$ cat config.mk
export PLATFORM = sky130hd
export DESIGN_NAME = apb_regfile_slave
export DESIGN_NICKNAME = d
export VERILOG_FILES = /design/src/rtl/apb_regfile_slave_pkg.sv /design/src/rtl/apb_wait_ctr.sv /design/src/rtl/apb_regfile_slave.sv
export SDC_FILE = /design/constraint.sdc
export NUM_CORES = 1
export LEC_CHECK = 0
export CAP_MARGIN = 20
export CORE_MARGIN = 2
export CORE_UTILIZATION = 53
export DETAILED_ROUTE_END_ITERATION = 12
export PLACE_DENSITY_LB_ADDON = 0.1
export SYNTH_ARGS = -nofsm -noshare
export SYNTH_HDL_FRONTEND = slang
export SYNTH_SLANG_ARGS = --single-unit
export TNS_END_PERCENT = 100
$ cat constraint.sdc
create_clock -name hclk -period 9.33 [get_ports hclk]
set_input_delay 1.866 -clock hclk [delete_from_list [all_inputs] [get_ports hclk]]
set_output_delay 1.866 -clock hclk [all_outputs]
set_load 0.02 [all_outputs]
$ cat src/rtl/apb_regfile_slave_pkg.sv
// apb_regfile_slave_pkg
// Shared definitions for the APB register-file responder: bus widths,
// register-map indices, wait-counter width and the FSM state encoding.
package apb_regfile_slave_pkg;

  localparam int PADDR_WIDTH    = 32;
  localparam int APB_DATA_WIDTH = 32;

  // paddr[4:2] selects one of eight word registers
  localparam int REG_IDX_W = 3;
  localparam int NUM_RW    = 6;

  localparam logic [REG_IDX_W-1:0] REG_ID  = 3'd6;
  localparam logic [REG_IDX_W-1:0] REG_CNT = 3'd7;

  // Wide enough for the 0..15 wait-state range
  localparam int WAIT_CNT_W = 4;

  typedef enum logic [1:0] {
    ST_IDLE  = 2'd0,
    ST_WAIT  = 2'd1,
    ST_READY = 2'd2
  } state_t;

  function automatic logic is_ro_idx(input logic [REG_IDX_W-1:0] idx);
    return (idx == REG_ID) || (idx == REG_CNT);
  endfunction

endpackage

$ cat src/rtl/apb_wait_ctr.sv
// apb_wait_ctr
// Loadable down-counter used to pace APB wait states.
// Ports:
//   clk       rising-edge clock
//   rst       asynchronous active-high reset (count -> 0)
//   load      load load_val (has priority over dec)
//   load_val  value to load
//   dec       decrement by one; holds at zero
//   done      high while the count equals 1 (last wait cycle)
module apb_wait_ctr #(
  parameter int unsigned CNT_W = 4
) (
  input  logic             clk,
  input  logic             rst,
  input  logic             load,
  input  logic [CNT_W-1:0] load_val,
  input  logic             dec,
  output logic             done
);

  logic [CNT_W-1:0] count;

  always_ff @(posedge clk or posedge rst) begin
    if (rst) begin
      count <= '0;
    end else if (load) begin
      count <= load_val;
    end else if (dec && (count != '0)) begin
      count <= count - 1'b1;
    end
  end

  assign done = (count == CNT_W'(1));

endmodule

$ cat src/rtl/apb_regfile_slave.sv
// apb_regfile_slave
// APB responder with six read/write scratch registers, a read-only ID
// register (index 6) and a read-only completed-transfer counter (index 7).
// A programmable number of wait states is inserted before pready, and
// misaligned, out-of-range or read-only-write accesses answer with pslverr.
// Ports:
//   hclk     rising-edge clock
//   hreset   asynchronous active-high reset
//   psel     slave select
//   penable  APB access phase
//   pwrite   1 = write, 0 = read
//   paddr    byte address (paddr[4:2] = register index)
//   pwdata   write data
//   prdata   read data, valid while pready = 1 (0 on error / write)
//   pready   transfer completes this cycle (registered)
//   pslverr  error response, valid while pready = 1 (registered)
module apb_regfile_slave
  import apb_regfile_slave_pkg::*;
#(
  parameter int unsigned                WAIT_CYCLES = 2,
  parameter logic [APB_DATA_WIDTH-1:0]  ID_VALUE    = 32'hA5B0_0001
) (
  input  logic                      hclk,
  input  logic                      hreset,
  input  logic                      psel,
  input  logic                      penable,
  input  logic                      pwrite,
  input  logic [PADDR_WIDTH-1:0]    paddr,
  input  logic [APB_DATA_WIDTH-1:0] pwdata,
  output logic [APB_DATA_WIDTH-1:0] prdata,
  output logic                      pready,
  output logic                      pslverr
);

  state_t state, state_nxt;

  logic setup, access;
  logic addr_err;
  logic wait_done;

  // Transfer attributes latched at the setup edge
  logic [REG_IDX_W-1:0]      idx_q;
  logic                      wr_q;
  logic [APB_DATA_WIDTH-1:0] wdata_q;
  logic                      err_q;

  // Attributes seen by the response logic: live bus in IDLE (zero-wait
  // entry to READY happens on the setup edge itself), latched otherwise.
  logic [REG_IDX_W-1:0]      idx_sel;
  logic                      wr_sel;
  logic                      err_sel;

  logic [APB_DATA_WIDTH-1:0] regs_q [NUM_RW];
  logic [APB_DATA_WIDTH-1:0] xfer_cnt;
  logic [APB_DATA_WIDTH-1:0] rd_mux;

  logic                      enter_ready;
  logic                      commit;
  logic                      pready_nxt;
  logic                      pslverr_nxt;
  logic [APB_DATA_WIDTH-1:0] prdata_nxt;

  assign setup  = psel & ~penable;
  assign access = psel & penable;

  assign addr_err = (paddr[1:0] != 2'b00)
                  | (|paddr[PADDR_WIDTH-1:5])
                  | (pwrite & is_ro_idx(paddr[4:2]));

  apb_wait_ctr #(
    .CNT_W (WAIT_CNT_W)
  ) u_wait_ctr (
    .clk      (hclk),
    .rst      (hreset),
    .load     ((state == ST_IDLE) && setup),
    .load_val (WAIT_CNT_W'(WAIT_CYCLES)),
    .dec      ((state == ST_WAIT) && access),
    .done     (wait_done)
  );

  // State and registered response outputs
  always_ff @(posedge hclk or posedge hreset) begin
    if (hreset) begin
      state   <= ST_IDLE;
      pready  <= 1'b0;
      pslverr <= 1'b0;
      prdata  <= '0;
    end else begin
      state   <= state_nxt;
      pready  <= pready_nxt;
      pslverr <= pslverr_nxt;
      prdata  <= prdata_nxt;
    end
  end

  always_comb begin
    state_nxt = state;
    unique case (state)
      ST_IDLE: begin
        if (setup) begin
          state_nxt = (WAIT_CYCLES == 0) ? ST_READY : ST_WAIT;
        end
      end
      ST_WAIT: begin
        if (!psel) begin
          state_nxt = ST_IDLE;
        end else if (access && wait_done) begin
          state_nxt = ST_READY;
        end
      end
      ST_READY: state_nxt = ST_IDLE;
      default:  state_nxt = ST_IDLE;
    endcase
  end

  always_comb begin
    idx_sel     = (state == ST_IDLE) ? paddr[4:2] : idx_q;
    wr_sel      = (state == ST_IDLE) ? pwrite     : wr_q;
    err_sel     = (state == ST_IDLE) ? addr_err   : err_q;
    enter_ready = (state_nxt == ST_READY) && (state != ST_READY);
    pready_nxt  = enter_ready;
    pslverr_nxt = enter_ready & err_sel;
    prdata_nxt  = (enter_ready && !err_sel && !wr_sel) ? rd_mux : '0;
  end

  always_comb begin
    rd_mux = '0;
    for (int i = 0; i < NUM_RW; i++) begin
      if (idx_sel == REG_IDX_W'(i)) rd_mux = regs_q[i];
    end
    if (idx_sel == REG_ID)  rd_mux = ID_VALUE;
    if (idx_sel == REG_CNT) rd_mux = xfer_cnt;
  end

  // Setup-phase capture; meaningful only once a transfer is under way
  always_ff @(posedge hclk) begin
    if ((state == ST_IDLE) && setup) begin
      idx_q   <= paddr[4:2];
      wr_q    <= pwrite;
      wdata_q <= pwdata;
      err_q   <= addr_err;
    end
  end

  // Commit at the closing edge of READY unless psel was dropped
  assign commit = (state == ST_READY) && psel && !err_q;

  always_ff @(posedge hclk or posedge hreset) begin
    if (hreset) begin
      for (int i = 0; i < NUM_RW; i++) regs_q[i] <= '0;
      xfer_cnt <= '0;
    end else if (commit) begin
      if (wr_q) begin
        for (int i = 0; i < NUM_RW; i++) begin
          if (idx_q == REG_IDX_W'(i)) regs_q[i] <= wdata_q;
        end
      end
      xfer_cnt <= xfer_cnt + 1'b1;
    end
  end

endmodule

==> results of run 1 <==
## stage by stage
step                total power, uW  util [%]  cells  cell area, sq um
floorplan                      1481         -    972             12980
global placement               1554     59.10   1359             14290
detailed placement             1555     59.18   1360             14310
CTS                            2721     63.20   1418             15280
global route                   2797     63.31   1419             15310
finish                         2698     63.31   1419             15310
## sequential cells by signal (all words and copies together) (netlist names)
register,flops
err_q,1
wdata_q,32
wr_q,1
pslverr,1
u_wait_ctr.count,4
state,2
xfer_cnt,32
prdata,32
regs_q,192
idx_q,3
pready,1
## cell type report
cell class                      instances  area (sq um)
Tap cell                              324         405.4
Clock inverter                         12         58.81
Timing Repair Buffer                  120          1189
Fill cell                            1858          8870
Inverter                                7         33.78
Sequential cell                       301          7717
Clock buffer                           46         912.1
Multi-Input combinational cell        609          4991
## worst reg2reg max path, delay by kind of cell (launching register included)
| kind | cells | cell delay, ps |
|---|---|---|
| DFF | 1 | 580 |
| AOI/OAI and AO/OA | 2 | 680 |
| and+or+nand+nor | 3 | 2150 |
## layout by cell type, fill, tap and decap left out, types with 6 or more instances in the layout
cell type,synthesis,layout
a211o_1,12,12
clkinv_2,0,7
and3_1,11,11
mux2i_1,40,38
nor3_1,17,16
dfrtp_1,264,264
o22ai_1,12,12
mux2_2,190,190
xnor2_1,29,29
clkbuf_16,0,31
a22o_1,12,12
nand2_1,90,90
a2bb2oi_1,9,9
nand3_1,29,28
inv_1,7,6
a211oi_1,20,20
nor4_1,9,9
a31oi_1,9,9
buf_4,2,16
edfxtp_1,37,37
a311oi_1,11,11
clkdlybuf4s50_1,0,102
nor2_1,17,17
clkbuf_1,17,7
clkbuf_8,0,8
o21ai_0,8,8
nand4_1,11,11
## power by group through the flow
| stage | clock network, uW | registers [uW] | logic (uW) |
|---|---|---|---|
| CTS | 1190 | 1360 | 170 |
| global placement | 0 | 1390 | 168 |
| global route | 1250 | 1360 | 186 |
| finish | 1170 | 1360 | 170 |
| floorplan | 0 | 1380 | 103 |
| detailed placement | 0 | 1390 | 169 |
## worst max-delay path by stage
stage,endpoint,slack [ps],cells after the start
floorplan,prdata[0]$_DFF_PP0_,200,1
global placement,regs_q[104]$_DFFE_PP0P_,4490,6
detailed placement,regs_q[100]$_DFFE_PP0P_,4390,6
CTS,regs_q[100]$_DFFE_PP0P_,5010,6
global route,regs_q[100]$_DFFE_PP0P_,4850,6
finish,regs_q[100]$_DFFE_PP0P_,4970,6
## kinds of logic (layout without fill, tap and decap cells)
| kind of cell | Yosys count | count (layout) | synth area share [%] |
|---|---|---|---|
| DFF | 301 | 301 | 59.46 |
| buffers and inverters | 62 | 185 | 2.372 |
| AOI/OAI and AO/OA | 121 | 121 | 7.163 |
| adders and majority gates | 3 | 3 | 0.2892 |
| and+or+nand+nor | 217 | 217 | 8.503 |
| muxes | 234 | 234 | 19.92 |
| xor gates and xnor gates | 34 | 34 | 2.294 |
## per-layer routing
layer  share of wire, %  routed length, um  up-vias
met1                 46              13840     4293
met5                  0                  0        -
met4                2.3                690        0
met2                 47              14050      199
li1                   -                  -     3774
met3                4.8               1439       51
==> flow_metrics.py, run 1 <==
metrics = {
    "floorplan": {
        "dieWidth_um": 160.5,
        "start_util_pct": 53.68,
        "rows": 57,
        "die-area_sq_um": 25760,
        "chipHeight_um": 160.5,
        "ios": 103,
        "coreArea_sq_um": 24180,
    },
    "global_routing": {
        "grt_use_total_pct": 23.76,
        "gr-total-overflow": 0,
        "grt_antenna_before_repair": 0,
        "met2_usage_pct": 38.70,
        "grtUsageMet3_pct": 3.254,
        "grt_pass1_vias": 8514,
        "top_usage_layer": "met2",
        "grtUsageMet1_pct": 33.90,
        "grt_pass1_wl_um": 47950,
        "grt_max_degree": 147,
    },
    "flow_run": {
        "max-cap-violations": 0,
    },
    "timing": {
        "max_freq_mhz": 229.4,
        "hold_violations": 0,
        "rsz0062_at_grt": "false",
        "maxSlewHeadroom_pct": 24.84,
        "tns_ps": 0,
        "setup_violations": 0,
        "whs_ps": 491.3,
        "maxSlewViolCount": 0,
        "setup_slack_ps": 4971,
        "fin_crit_ps": 4359,
        "final.setup_skew_ps": 11.77,
        "min_period_over_period_pct": 46.72,
        "tightest_slew_ps": 1125,
    },
    "clock_tree": {
        "clock-sinks": 301,
        "cts_buffers": 31,
        "cts.htree.levels": 1,
        "clk_path_buf_depth": 3,
        "cts_tree": "built",
        "cts-resized-gates": 0,
        "cts_hold_buf": 0,
        "cts_root_buffer": "clkbuf_16",
        "post_cts.repair.setup_buffers": 0,
        "path_clk_slew_ps": 60,
        "clk_latency_ps": 560,
    },
    "setup_path": {
        "startpoint_type": "input pin",
        "cp-startpoint": "psel",
        "worstPathRequired_ps": 9770,
        "path_max_fanout": 22,
        "criticalPathCategory": "input pin to flop",
        "slowest_delay_ps": 870,
        "cp_top_family": "simple AND/OR/NAND/NOR gates",
        "crit_slowest_cell": "nor3_2",
        "r2r_setup_slack_ps": 5850,
        "cp_num_buf_inv": 2,
        "endpoint_kind": "flop",
        "r2r-end": "prdata[13]$_DFF_PP0_",
        "r2r_start": "state[1]$_DFF_PP0_",
        "cp_cell_sequence": "clkdlybuf4s50_1 > and4bb_2 > nand3_1 > nor3_2 > buf_4 > mux2_2",
        "cp.arrival_ps": 4800,
        "reg2reg_depth": 5,
    },
    "yosys": {
        "ys_seq_area_share_pct": 59.46,
        "async_flop_share_pct": 87.71,
        "synth_ff_type": "dfrtp_1",
        "synth_area_per_cell_sq_um": 13.35,
        "synth_top_cell_by_area": "dfrtp_1",
        "synthCells": 972,
        "synth.area.top_cells": "dfrtp_1 (51%), mux2_2 (16%), edfxtp_1 (8.6%), mux2i_1 (3.1%), nand2_1 (2.6%)",
        "syn-num-nets": 1044,
        "synth_commonest_cells": "dfrtp_1 (264), mux2_2 (190), nand2_1 (90)",
        "synth-edff-count": 37,
        "yosysWarningCount": 0,
        "ys_types": 64,
        "ys_seq_elements": 301,
        "netlist_area_sq_um": 12980,
        "synth_top_area_share_pct": 50.90,
        "synth_most_common_cell": "dfrtp_1",
    },
    "route": {
        "drtIter0Drc": 627,
        "vias_per_cell": 5.861,
        "antenna_left": 0,
        "vias": 8317,
        "wl_per_cell_um": 21.16,
        "drc": 0,
        "drt_first_pass_iters": 5,
        "finalWirelength_um": 30020,
    },
    "place": {
        "io_buffers": 102,
        "gp_congestion": 0.7677,
        "hpwlAfterDp_um": 17830,
        "dp_slack_ps": 4395,
    },
    "min_path": {
        "hold_class": "flop to flop",
        "hp-start": "regs_q[122]$_DFFE_PP0P_",
        "holdPathEnd": "regs_q[122]$_DFFE_PP0P_",
        "hold_path_depth": 1,
    },
    "final_layout": {
        "syn_to_final_growth_pct": 17.94,
        "nNetsFinal": 1142,
        "num_antenna_cells": 0,
        "drive_gt1_share_pct": 24.93,
    },
    "pwr": {
        "switchingPower_uw": 617.6,
        "p_leak_uw": 0.007084,
        "pwr-share-comb_pct": 6.3,
        "seq_power_share_pct": 50.5,
        "p_clk_share_pct": 43.2,
        "ir_drop_mv": 0.1205,
        "p_sw_share_pct": 22.89,
        "power_density_nw_per_um2": 176.3,
        "p_int_uw": 2081,
    },
    "status": {
        "outcome": "finished clean",
    },
}
Power figures use the tool's default switching activity.
==> run 2, diff against run 1 <==
--- a/config.mk
+++ b/config.mk
@@ -7,7 +7,7 @@
 export LEC_CHECK = 0
 export CAP_MARGIN = 20
 export CORE_MARGIN = 2
-export CORE_UTILIZATION = 53
+export CORE_UTILIZATION = 58
 export DETAILED_ROUTE_END_ITERATION = 12
 export PLACE_DENSITY_LB_ADDON = 0.1
 export SYNTH_ARGS = -nofsm -noshare
==> constraint.sdc (replaced) <==
create_clock -name hclk -period 4.42 [get_ports hclk]
set_input_delay 0.884 -clock hclk [delete_from_list [all_inputs] [get_ports hclk]]
set_output_delay 0.884 -clock hclk [all_outputs]
set_load 0.02 [all_outputs]
==> run 2 against run 1 <==
Compared with the run above:
- via count rose by 0.67%
- power rose by 120%
- worst hold slack improved by 3.8 ps
- routed wire length fell by 1.4%
- sequential power rose by 110%
- global-route usage rose by 1.6 points
- critical path depth fell by 1
- first-iteration DRC count fell by 20%
==> flow_metrics.py, run 2 (synthesized netlist as in run 1, its figures left out) <==
metrics = {
    "timing": {
        "tightest_slew_ps": 969.9,
        "maxSlewHeadroom_pct": 35.34,
        "maxSlewViolCount": 0,
        "hold_violations": 0,
        "max_freq_mhz": 340.7,
        "fin_crit_ps": 2935,
        "setup_violations": 0,
        "min_period_over_period_pct": 66.40,
        "rsz0062_at_grt": "false",
        "setup_slack_ps": 1485,
        "tns_ps": 0,
        "final.setup_skew_ps": 8.214,
    },
    "final_layout": {
        "multi_input_area_sq_um": 4982,
        "drive_gt1_share_pct": 25.39,
        "fillCellCount": 1563,
        "stdcell_area_sq_um": 15350,
        "final_common_cell": "dfrtp_1",
        "layout_common_cells": "dfrtp_1 (264), mux2_2 (190), clkdlybuf4s50_1 (102), nand2_1 (90), mux2i_1 (38)",
        "syn_to_final_growth_pct": 18.28,
        "final_util_pct": 70.12,
        "num_antenna_cells": 0,
        "nNetsFinal": 1147,
        "largest_reg_flops": 192,
        "regMostFlops": "regs_q",
        "regArea_sq_um": 7717,
    },
    "status": {
        "outcome": "finished clean",
    },
    "floorplan": {
        "rows": 54,
        "chipHeight_um": 153.6,
        "die-area_sq_um": 23590,
        "coreArea_sq_um": 21890,
        "dieWidth_um": 153.6,
        "start_util_pct": 59.29,
        "ios": 103,
    },
    "global_routing": {
        "grt_pass1_vias": 8591,
        "grtUsageMet1_pct": 36.46,
        "met2_usage_pct": 41.25,
        "gr-total-overflow": 0,
        "grtUsageMet3_pct": 3.833,
        "grt_use_total_pct": 25.36,
        "grt_antenna_before_repair": 0,
        "grt_pass1_wl_um": 47350,
        "grt_max_degree": 176,
        "top_usage_layer": "met2",
    },
    "setup_path": {
        "worstPathRequired_ps": 4900,
        "endpoint_kind": "flop",
        "path_max_fanout": 15,
        "cp_cell_sequence": "or2_1 > and4_1 > nand2b_1 > a211oi_1 > a211o_1",
        "crit_slowest_cell": "and4_1",
        "cp.arrival_ps": 3420,
        "slowest_delay_ps": 670,
        "criticalPathCategory": "flop to flop",
        "startpoint_type": "flop",
    },
    "route": {
        "finalWirelength_um": 29610,
        "antenna_left": 0,
        "vias": 8373,
        "wl_per_cell_um": 21.47,
        "vias_per_cell": 6.072,
        "drtIter0Drc": 501,
        "drt_first_pass_iters": 5,
        "drc": 0,
    },
    "pwr": {
        "p_sw_share_pct": 22.44,
        "switchingPower_uw": 1307,
        "pwr-share-comb_pct": 6.1,
        "ir_drop_mv": 0.2515,
        "seq_power_share_pct": 49.3,
        "p_int_uw": 4520,
        "power_density_nw_per_um2": 379.6,
        "p_clk_share_pct": 44.5,
        "p_leak_uw": 0.007127,
    },
    "place": {
        "dp_slack_ps": 993.9,
        "io_buffers": 102,
        "gp_congestion": 0.8210,
        "hpwlAfterDp_um": 17830,
        "placed_area_sq_um": 14320,
    },
    "clock_tree": {
        "clk_path_buf_depth": 3,
        "cts_root_buffer": "clkbuf_16",
        "clk_latency_ps": 550,
        "post_cts.repair.setup_buffers": 0,
        "cts_hold_buf": 0,
        "path_clk_slew_ps": 60,
        "clock-sinks": 301,
        "cts-resized-gates": 0,
        "cts.htree.levels": 1,
        "cts_buffers": 31,
        "cts_tree": "built",
    },
    "flow_run": {
        "max-cap-violations": 0,
    },
    "min_path": {
        "hold_class": "flop to flop",
    },
}
run 2: cell count changes in the layout (fill, tap and decap cells not counted), sizes merged:
cell,delta
buf,+5
clkinv,-4
bufinv,+2
clkinvlp,+2
inv,-1
run 2: worst paths after layout:
check / startpoint / end / slack [ps] / depth (start not counted)
max reg2reg: state[1]$_DFF_PP0_ / prdata[22]$_DFF_PP0_ / 1490 / 5
min: xfer_cnt[31]$_DFFE_PP0P_ / xfer_cnt[31]$_DFFE_PP0P_ / 500 / 1
max in group asynchronous: hreset / regs_q[94]$_DFFE_PP0P_ / 2710 / 3
min in group asynchronous: hreset / prdata[24]$_DFF_PP0_ / 830 / 3
max: state[1]$_DFF_PP0_ / prdata[22]$_DFF_PP0_ / 1490 / 5
min reg2reg: xfer_cnt[31]$_DFFE_PP0P_ / xfer_cnt[31]$_DFFE_PP0P_ / 500 / 1
run 2: worst max-delay path: cells and delay by family, from the launching register on:
family	cells	cell delay, ps
AOI/OAI and AO/OA	2	570
DFF	1	560
and+or+nand+nor	3	1750
run 2: metrics by stage:
step | cells | hold WS [ps] | total power (uW)
finish | 1379 | 495.1 | 5827
global route | 1379 | 507.0 | 6023
CTS | 1379 | 494.1 | 5871
detailed placement | 1322 | 472.0 | 3284
global placement | 1322 | 464.9 | 3280
floorplan | 972 | 440.4 | 3127
run 2: cell type report:
cell class	count	share of cell area, %
well taps	280	2.282
clock inverters	11	0.7336
inverters	7	0.1956
repair buffers	125	8.102
multi-input cells	609	32.46
flip-flops and latches	301	50.27
clock buffers	46	5.958
run 2: layer usage:
metal	vias up	share of wire [%]	routed length, um
met5	-	0	0
met4	0	2.1	615
met3	49	5.3	1568
met2	236	48	14280
met1	4293	44	13150
li1	3795	-	-
run 2: power by group through the flow:
stage | clock (uW) | sequential, uW | combinational [uW]
2_1_floorplan | 0 | 2910 | 218
3_3_place_gp | 0 | 2920 | 356
3_5_place_dp | 0 | 2920 | 359
4_1_cts | 2640 | 2870 | 362
5_1_grt | 2760 | 2880 | 386
6_report | 2600 | 2870 | 358
==> run 3, diff against run 2 <==
==> constraint.sdc (replaced) <==
create_clock -name hclk -period 2.9 [get_ports hclk]
set_input_delay 0.58 -clock hclk [delete_from_list [all_inputs] [get_ports hclk]]
set_output_delay 0.58 -clock hclk [all_outputs]
set_load 0.02 [all_outputs]
==> run 3 against run 2 <==
Compared with the run above:
- clock skew grew 2.9 ps
- setup slack lost 1100 ps
- worst hold slack lost 90 ps
- count of clock-buffer cells in the layout shrank 5
- via count grew 2.7%
- global-route usage grew 1.3 points
- die area is the same
- fmax grew 16%
- largest power group unchanged
==> flow_metrics.py, run 3 (synthesized netlist as in run 1, its figures left out) <==
metrics = {
    "status": {
        "outcome": "finished clean",
    },
    "clock_tree": {
        "clk_latency_ps": 560,
        "cts_root_buffer": "clkbuf_16",
        "cts_buffers": 31,
        "cts_tree": "built",
        "cts-resized-gates": 0,
        "cts.htree.levels": 1,
        "path_clk_slew_ps": 60,
        "clk_path_buf_depth": 3,
        "clock-sinks": 301,
        "post_cts.repair.setup_buffers": 0,
        "cts_hold_buf": 0,
    },
    "timing": {
        "maxSlewHeadroom_pct": 37.22,
        "final.setup_skew_ps": 11.16,
        "fin_crit_ps": 2524,
        "max_freq_mhz": 396.3,
        "hold_violations": 0,
        "setup_violations": 0,
        "rsz0062_at_grt": "false",
        "maxSlewViolCount": 0,
        "min_period_over_period_pct": 87.02,
        "tightest_slew_ps": 929.9,
        "tns_ps": 0,
        "setup_slack_ps": 376.4,
    },
    "floorplan": {
        "dieWidth_um": 153.6,
        "die-area_sq_um": 23590,
        "ios": 103,
        "rows": 54,
        "coreArea_sq_um": 21890,
        "start_util_pct": 59.29,
        "chipHeight_um": 153.6,
    },
    "setup_path": {
        "r2r_start": "state[1]$_DFF_PP0_",
        "cp-startpoint": "state[1]$_DFF_PP0_",
        "criticalPathCategory": "flop to flop",
        "endpoint_kind": "flop",
        "reg2reg_depth": 6,
        "worstPathRequired_ps": 3330,
        "r2r-end": "prdata[15]$_DFF_PP0_",
        "cp.arrival_ps": 2950,
        "startpoint_type": "flop",
        "r2r_setup_slack_ps": 380,
        "path_max_fanout": 19,
    },
    "global_routing": {
        "gr-total-overflow": 0,
        "grt_pass1_wl_um": 49750,
        "grt_use_total_pct": 26.64,
        "grt_max_degree": 75,
        "grt_antenna_before_repair": 0,
        "grt_pass1_vias": 8970,
    },
    "route": {
        "drt_first_pass_iters": 4,
        "finalWirelength_um": 30390,
        "antenna_left": 0,
        "drtIter0Drc": 578,
        "wl_per_cell_um": 21.57,
        "vias_per_cell": 6.103,
        "vias": 8599,
        "drc": 0,
    },
    "final_layout": {
        "drive_gt1_share_pct": 27.37,
        "largest_reg_flops": 192,
        "regMostFlops": "regs_q",
        "layout_common_cells": "dfrtp_1 (264), mux2_2 (190), clkdlybuf4s50_1 (102), nand2_1 (90), mux2i_1 (38)",
        "nNetsFinal": 1177,
        "num_antenna_cells": 0,
        "final_common_cell": "dfrtp_1",
        "syn_to_final_growth_pct": 21.30,
    },
    "place": {
        "dp_slack_ps": 212.0,
        "io_buffers": 102,
        "gp_congestion": 0.7991,
        "hpwlAfterDp_um": 19380,
    },
    "min_path": {
        "hold_class": "input pin to asynchronous set/reset pin",
    },
    "pwr": {
        "power_density_nw_per_um2": 571.8,
        "total_power_uw": 9002,
        "p_leak_uw": 0.007332,
        "ir_drop_mv": 0.4971,
    },
    "flow_run": {
        "max-cap-violations": 0,
    },
}
-- run 3: area by class of cell --
cell class | instances | area [sq um]
Clock buffer | 41 | 853.3
Clock inverter | 16 | 185.2
Fill cell | 1487 | 6147
Inverter | 7 | 30.03
Multi-Input combinational cell | 609 | 4989
Sequential cell | 301 | 7717
Tap cell | 280 | 350.3
Timing Repair Buffer | 155 | 1619
-- run 3: worst max-delay path by stage --
stage                                       to  depth (start not counted)
final                     prdata[15]$_DFF_PP0_                          6
after global routing      prdata[15]$_DFF_PP0_                          6
after CTS                 prdata[15]$_DFF_PP0_                          6
after detailed placement  prdata[15]$_DFF_PP0_                          7
after global placement    prdata[15]$_DFF_PP0_                          7
after floorplan            prdata[0]$_DFF_PP0_                          1
-- run 3: per-stage QoR --
stage	std cells	hold slack (ps)	instance area [sq um]	util, %
detailed placement	1352	476.0	14710	67.18
global placement	1352	468.2	14710	67.18
global route	1409	441.1	15740	71.92
floorplan	972	440.4	12990	-
CTS	1409	399.2	15740	71.92
finish	1409	405.3	15740	71.92
-- run 3: routing by layer --
metal | up-vias | part of all wire (%) | GRT usage [%]
met5 | - | 0 | 0
met3 | 63 | 5.0 | 4.059
li1 | 3853 | - | -
met1 | 4418 | 45 | 38.40
met2 | 265 | 48 | 42.86
met4 | 0 | 2.6 | 7.296
-- run 3: critical path: stages (launching register included) --
cell and delay (ps):
dfrtp_1 590, or2_1 400, mux2i_2 330, buf_12 240, mux2i_1 350, a211oi_1 190, a211o_1 290
-- run 3: power breakdown --
group	switching (uW)	total (uW)	internal (uW)
logic	348	606	258
clock network	1610	4020	2410
registers	53.4	4380	4320
total	2010	9000	6990
==> patch 1: new RTL, config.mk and constraints of run 2 <==
Register the output `pslverr` once more, without a reset; this adds one clock of latency there. The other outputs are not delayed to match. Comments in the files are not updated.
--- a/src/rtl/apb_regfile_slave.sv
+++ b/src/rtl/apb_regfile_slave.sv
@@ -32,4 +32,6 @@
   output logic                      pslverr
 );
+
+  logic pslverr_s0;
 
   state_t state, state_nxt;
@@ -84,10 +86,10 @@
       state   <= ST_IDLE;
       pready  <= 1'b0;
-      pslverr <= 1'b0;
+      pslverr_s0 <= 1'b0;
       prdata  <= '0;
     end else begin
       state   <= state_nxt;
       pready  <= pready_nxt;
-      pslverr <= pslverr_nxt;
+      pslverr_s0 <= pslverr_nxt;
       prdata  <= prdata_nxt;
     end
@@ -160,4 +162,8 @@
   end
 
+  always_ff @(posedge hclk) begin
+    pslverr <= pslverr_s0;
+  end
+
 endmodule
 
Check against the original RTL: not equivalent (Yosys sat finds a counterexample within 4 cycles, from zero or initial values and one cycle with hreset high).
==> patch 1 against run 2 <==
- die area up 0.15%
- synthesized area up 0.15%
- power down 0.85%
- sequential power about the same
- synthesized cell count up 0.10%
- non-clock buffer count up 4
- sequential cell count up 1
- routed wire length down 0.38%
- final area up 0.53%
- via count up 0.41%
- setup slack better by 0.032 ns
- cell count up 0.29%
==> patch 1: results (changes against run 2) <==
[outcome]
outcome=finished, final reports clean

[global_route]
overflow=0  ; unchanged
antenna_found_initial=0  ; unchanged
grt_pass1_wl_um=48000  ; +1.3%
grt_pass1_vias=8682  ; +1.1%
track_usage=0.257  ; +0.00368
grt_max_degree=69  ; -61%

[pwr]
leakage_nw=7.16  ; +0.53%
ir_drop_mv=0.278  ; +11%

[yosys]
synth.distinct_cells=65  ; +1.6%
synth_compound_area_frac=0.0715  ; -0.000110
synthTopCellsByArea=dfrtp_1 (51%), mux2_2 (16%), edfxtp_1 (8.5%), mux2i_1 (3.1%), nand2_1 (2.6%)
ys_async_sr_fraction=0.874  ; -0.00290
synth_mux_area_frac=0.199  ; -0.000307
synth_fa_ha_area_frac=0.00289  ; -0.00000445
syn_area_per_cell_sq_um=13.4  ; about the same
synth_edf_count=37  ; unchanged
synth-xor-area-share=0.0229  ; -0.0000353
syn_nets=1045  ; +0.096%
yosysSeqAreaShare=0.595  ; +0.000624

[timing]
slew-limit-headroom=0.292  ; -0.0611
skew_ns=0.0102  ; +0.00201 ns
min_period_ns=2.90  ; -0.0318 ns

[finish]
fill_cells=1582  ; +1.2%
fin_cells=1383  ; +0.29%
largest_register_ffs=192  ; unchanged
layout.nets=1152  ; +0.44%
drive_gt1_frac=0.255  ; +0.000893

[clocking]
holdBufCountCts=0  ; unchanged
postCtsResizedCells=0  ; unchanged
clock_tree.buffer_depth=3  ; unchanged
cts-root-buf=clkbuf_16
clock_latency_ns=0.55  ; about the same
htree_levels=1  ; unchanged

[detailed_routing]
dr.pass1.iters=4  ; -1
avgRoutedWirePerCell_um=21.3  ; -0.67%
drt_iter0_drc=595  ; +19%
num_vias=8407  ; +0.41%

[worst_setup_path]
worstSetupEndpoint=prdata[7]
critPathSlowestCell=dfrtp_1
arrival_ns=3.33  ; -0.09 ns
slowest_delay_ns=0.58  ; -0.09 ns
r2r_start=state[1]
reg2reg_slack_ns=1.52  ; +0.03 ns

[place]
dp.cells=1327  ; +0.38%
place.gp.congestion=0.814  ; -0.90%
place_ws_ns=1.01  ; +0.0191 ns
dp_hpwl_um=18400  ; +3.3%
place_area_sq_um=14400  ; +0.70%

patch 1: cell count changes after synthesis:
cell / run 2 / this run
dfxtp_1: 0 / 1
patch 1: power by group:
group	switching [mW]	total, mW	internal (mW)	leakage (nW)
combinational	0.220	0.365	0.145	2.64
sequential	0.0378	2.88	2.85	4.03
clock	1.02	2.53	1.51	0.498
total	1.28	5.78	4.50	7.16
patch 1: how the worst min path moves through the flow:
stage | end | slack [ns] | cells after the start | startpoint
floorplan | pslverr | 0.32 | 0 | pslverr_s0
global placement | pslverr | 0.33 | 0 | pslverr_s0
detailed placement | pslverr | 0.34 | 0 | pslverr_s0
CTS | pslverr | 0.35 | 0 | pslverr_s0
global route | pslverr | 0.37 | 0 | pslverr_s0
finish | pslverr | 0.35 | 0 | pslverr_s0
patch 1: layer usage:
metal | part of all wire | track usage | routed length (um) | vias to the layer above
li1 | - | - | - | 3791
met1 | 0.44 | 0.369 | 13000 | 4297
met2 | 0.48 | 0.418 | 14200 | 275
met3 | 0.057 | 0.0400 | 1690 | 41
met4 | 0.020 | 0.0612 | 584 | 3
met5 | 0.0021 | 0.0166 | 63 | -
patch 1: cell families (layout without fill, tap and decap cells):
| group | Yosys count | count (layout) |
|---|---|---|
| AOI/OAI and AO/OA | 121 | 121 |
| xor gates and xnor gates | 34 | 34 |
| adders and majority gates | 3 | 3 |
| buffers and inverters | 62 | 192 |
| DFF | 302 | 302 |
| muxes | 234 | 234 |
| and+or+nand+nor | 217 | 217 |
patch 1: cell type report:
cell class / instances / area (sq um) / area share
multi-input cells: 609 / 4980 / 0.323
flip-flops and latches: 302 / 7740 / 0.501
clock buffers: 53 / 990 / 0.0641
inverters: 7 / 30.0 / 0.00195
clock inverters: 3 / 18.8 / 0.00122
well taps: 280 / 350 / 0.0227
repair buffers: 129 / 1320 / 0.0858
==> patch 2: new RTL, settings of run 2 <==
Without the edit above. `PADDR_WIDTH`: 32 -> 28.
--- a/src/rtl/apb_regfile_slave_pkg.sv
+++ b/src/rtl/apb_regfile_slave_pkg.sv
@@ -4,5 +4,5 @@
 package apb_regfile_slave_pkg;
 
-  localparam int PADDR_WIDTH    = 32;
+  localparam int PADDR_WIDTH    = 28;
   localparam int APB_DATA_WIDTH = 32;
 
Interface: changed (resized paddr); port bits go from 103 to 99. No check against the original RTL was run, so the function may have changed too.
==> patch 2 against run 2 <==
- synthesized cell count increased by 1.6%
- non-clock buffer count unchanged
- cell count increased by 0.51%
- sequential cell count did not move
- synthesized area fell by 0.69%
- routed wire length up 2.7%
- final area decreased by 0.63%
- clock power rose by 2%
- power is 1.8% higher
- setup slack worse by 0.20 ns
- clock skew increased by 0.0090 ns
- fmax fell by 6.5%
- critical path type is now input pin to register
- largest cell class unchanged
- largest power group unchanged
==> patch 2: results (changes against run 2) <==
[detailed_routing]
avgRoutedWirePerCell_um=21.9  ; +2.2%

[finish]
multi_input_cells=611  ; +0.33%
multi_input_comb_area_sq_um=4850  ; -2.6%
nClkBuffers=43  ; -6.5%
fin_util=0.699  ; -0.00224
final-nonclk-buf-share=0.0809  ; -0.000144
layout.nets=1149  ; +0.17%
drive_gt1_frac=0.255  ; +0.00111
n_all_inverters=11  ; +4

[outcome]
outcome=finished, final reports clean

[place]
dp_hpwl_um=18600  ; +4.6%
place_area_sq_um=14200  ; -0.86%

[yosys]
yosysSeqAreaShare=0.599  ; +0.00416
synth-xor-area-share=0.0224  ; -0.000519
syn_area_per_cell_sq_um=13.0  ; -2.3%
synth_fa_ha_area_frac=0.00291  ; +0.0000202
synth_mux_area_frac=0.172  ; -0.0268
synth.distinct_cells=53  ; -17%
ys_top_cells_by_count=dfrtp_1 (264), mux2_2 (194), a21oi_1 (70)

[worst_setup_path]
arrival_ns=3.56  ; +0.14 ns
critPathLaunch=paddr[4]
r2r_end=prdata[26]
reg2reg_slack_ns=1.43  ; -0.06 ns
critPathSlowestCell=or4_1
r2r_start=state[0]
crit_family=buffers and inverters

[timing]
finalWorstSetupSlack_ns=1.28  ; -0.204 ns
skew_ns=0.0172  ; +0.00902 ns
worstMarginPinSlew_ns=1.02  ; +0.0468 ns

[global_route]
grt_pass1_vias=8971  ; +4.4%
grt_max_degree=89  ; -49%
grt_pass1_wl_um=49300  ; +4.0%

[pwr]
ir_drop_mv=0.305  ; +21%
clkPwrFrac=0.448  ; +0.003
p_per_area_nw_per_um2=389  ; +2.4%

## patch 2: worst min path at each step
| stage | start | end | slack (ns) | depth (start not counted) |
|---|---|---|---|---|
| 2_1_floorplan | xfer_cnt[31] | xfer_cnt[31] | 0.45 | 1 |
| 3_3_place_gp | xfer_cnt[19] | xfer_cnt[19] | 0.48 | 1 |
| 3_5_place_dp | xfer_cnt[26] | xfer_cnt[26] | 0.48 | 1 |
| 4_1_cts | xfer_cnt[28] | xfer_cnt[28] | 0.50 | 1 |
| 5_1_grt | regs_q[95] | regs_q[95] | 0.52 | 1 |
| 6_report | xfer_cnt[28] | xfer_cnt[28] | 0.50 | 1 |
## patch 2: layer usage
layer  global-route usage  up-vias  part of all wire
li1                     -     3879                 -
met1                0.393     4541              0.46
met2                0.410      266              0.47
met3               0.0369       46             0.049
met4               0.0679        0             0.017
met5                    0        -                 0
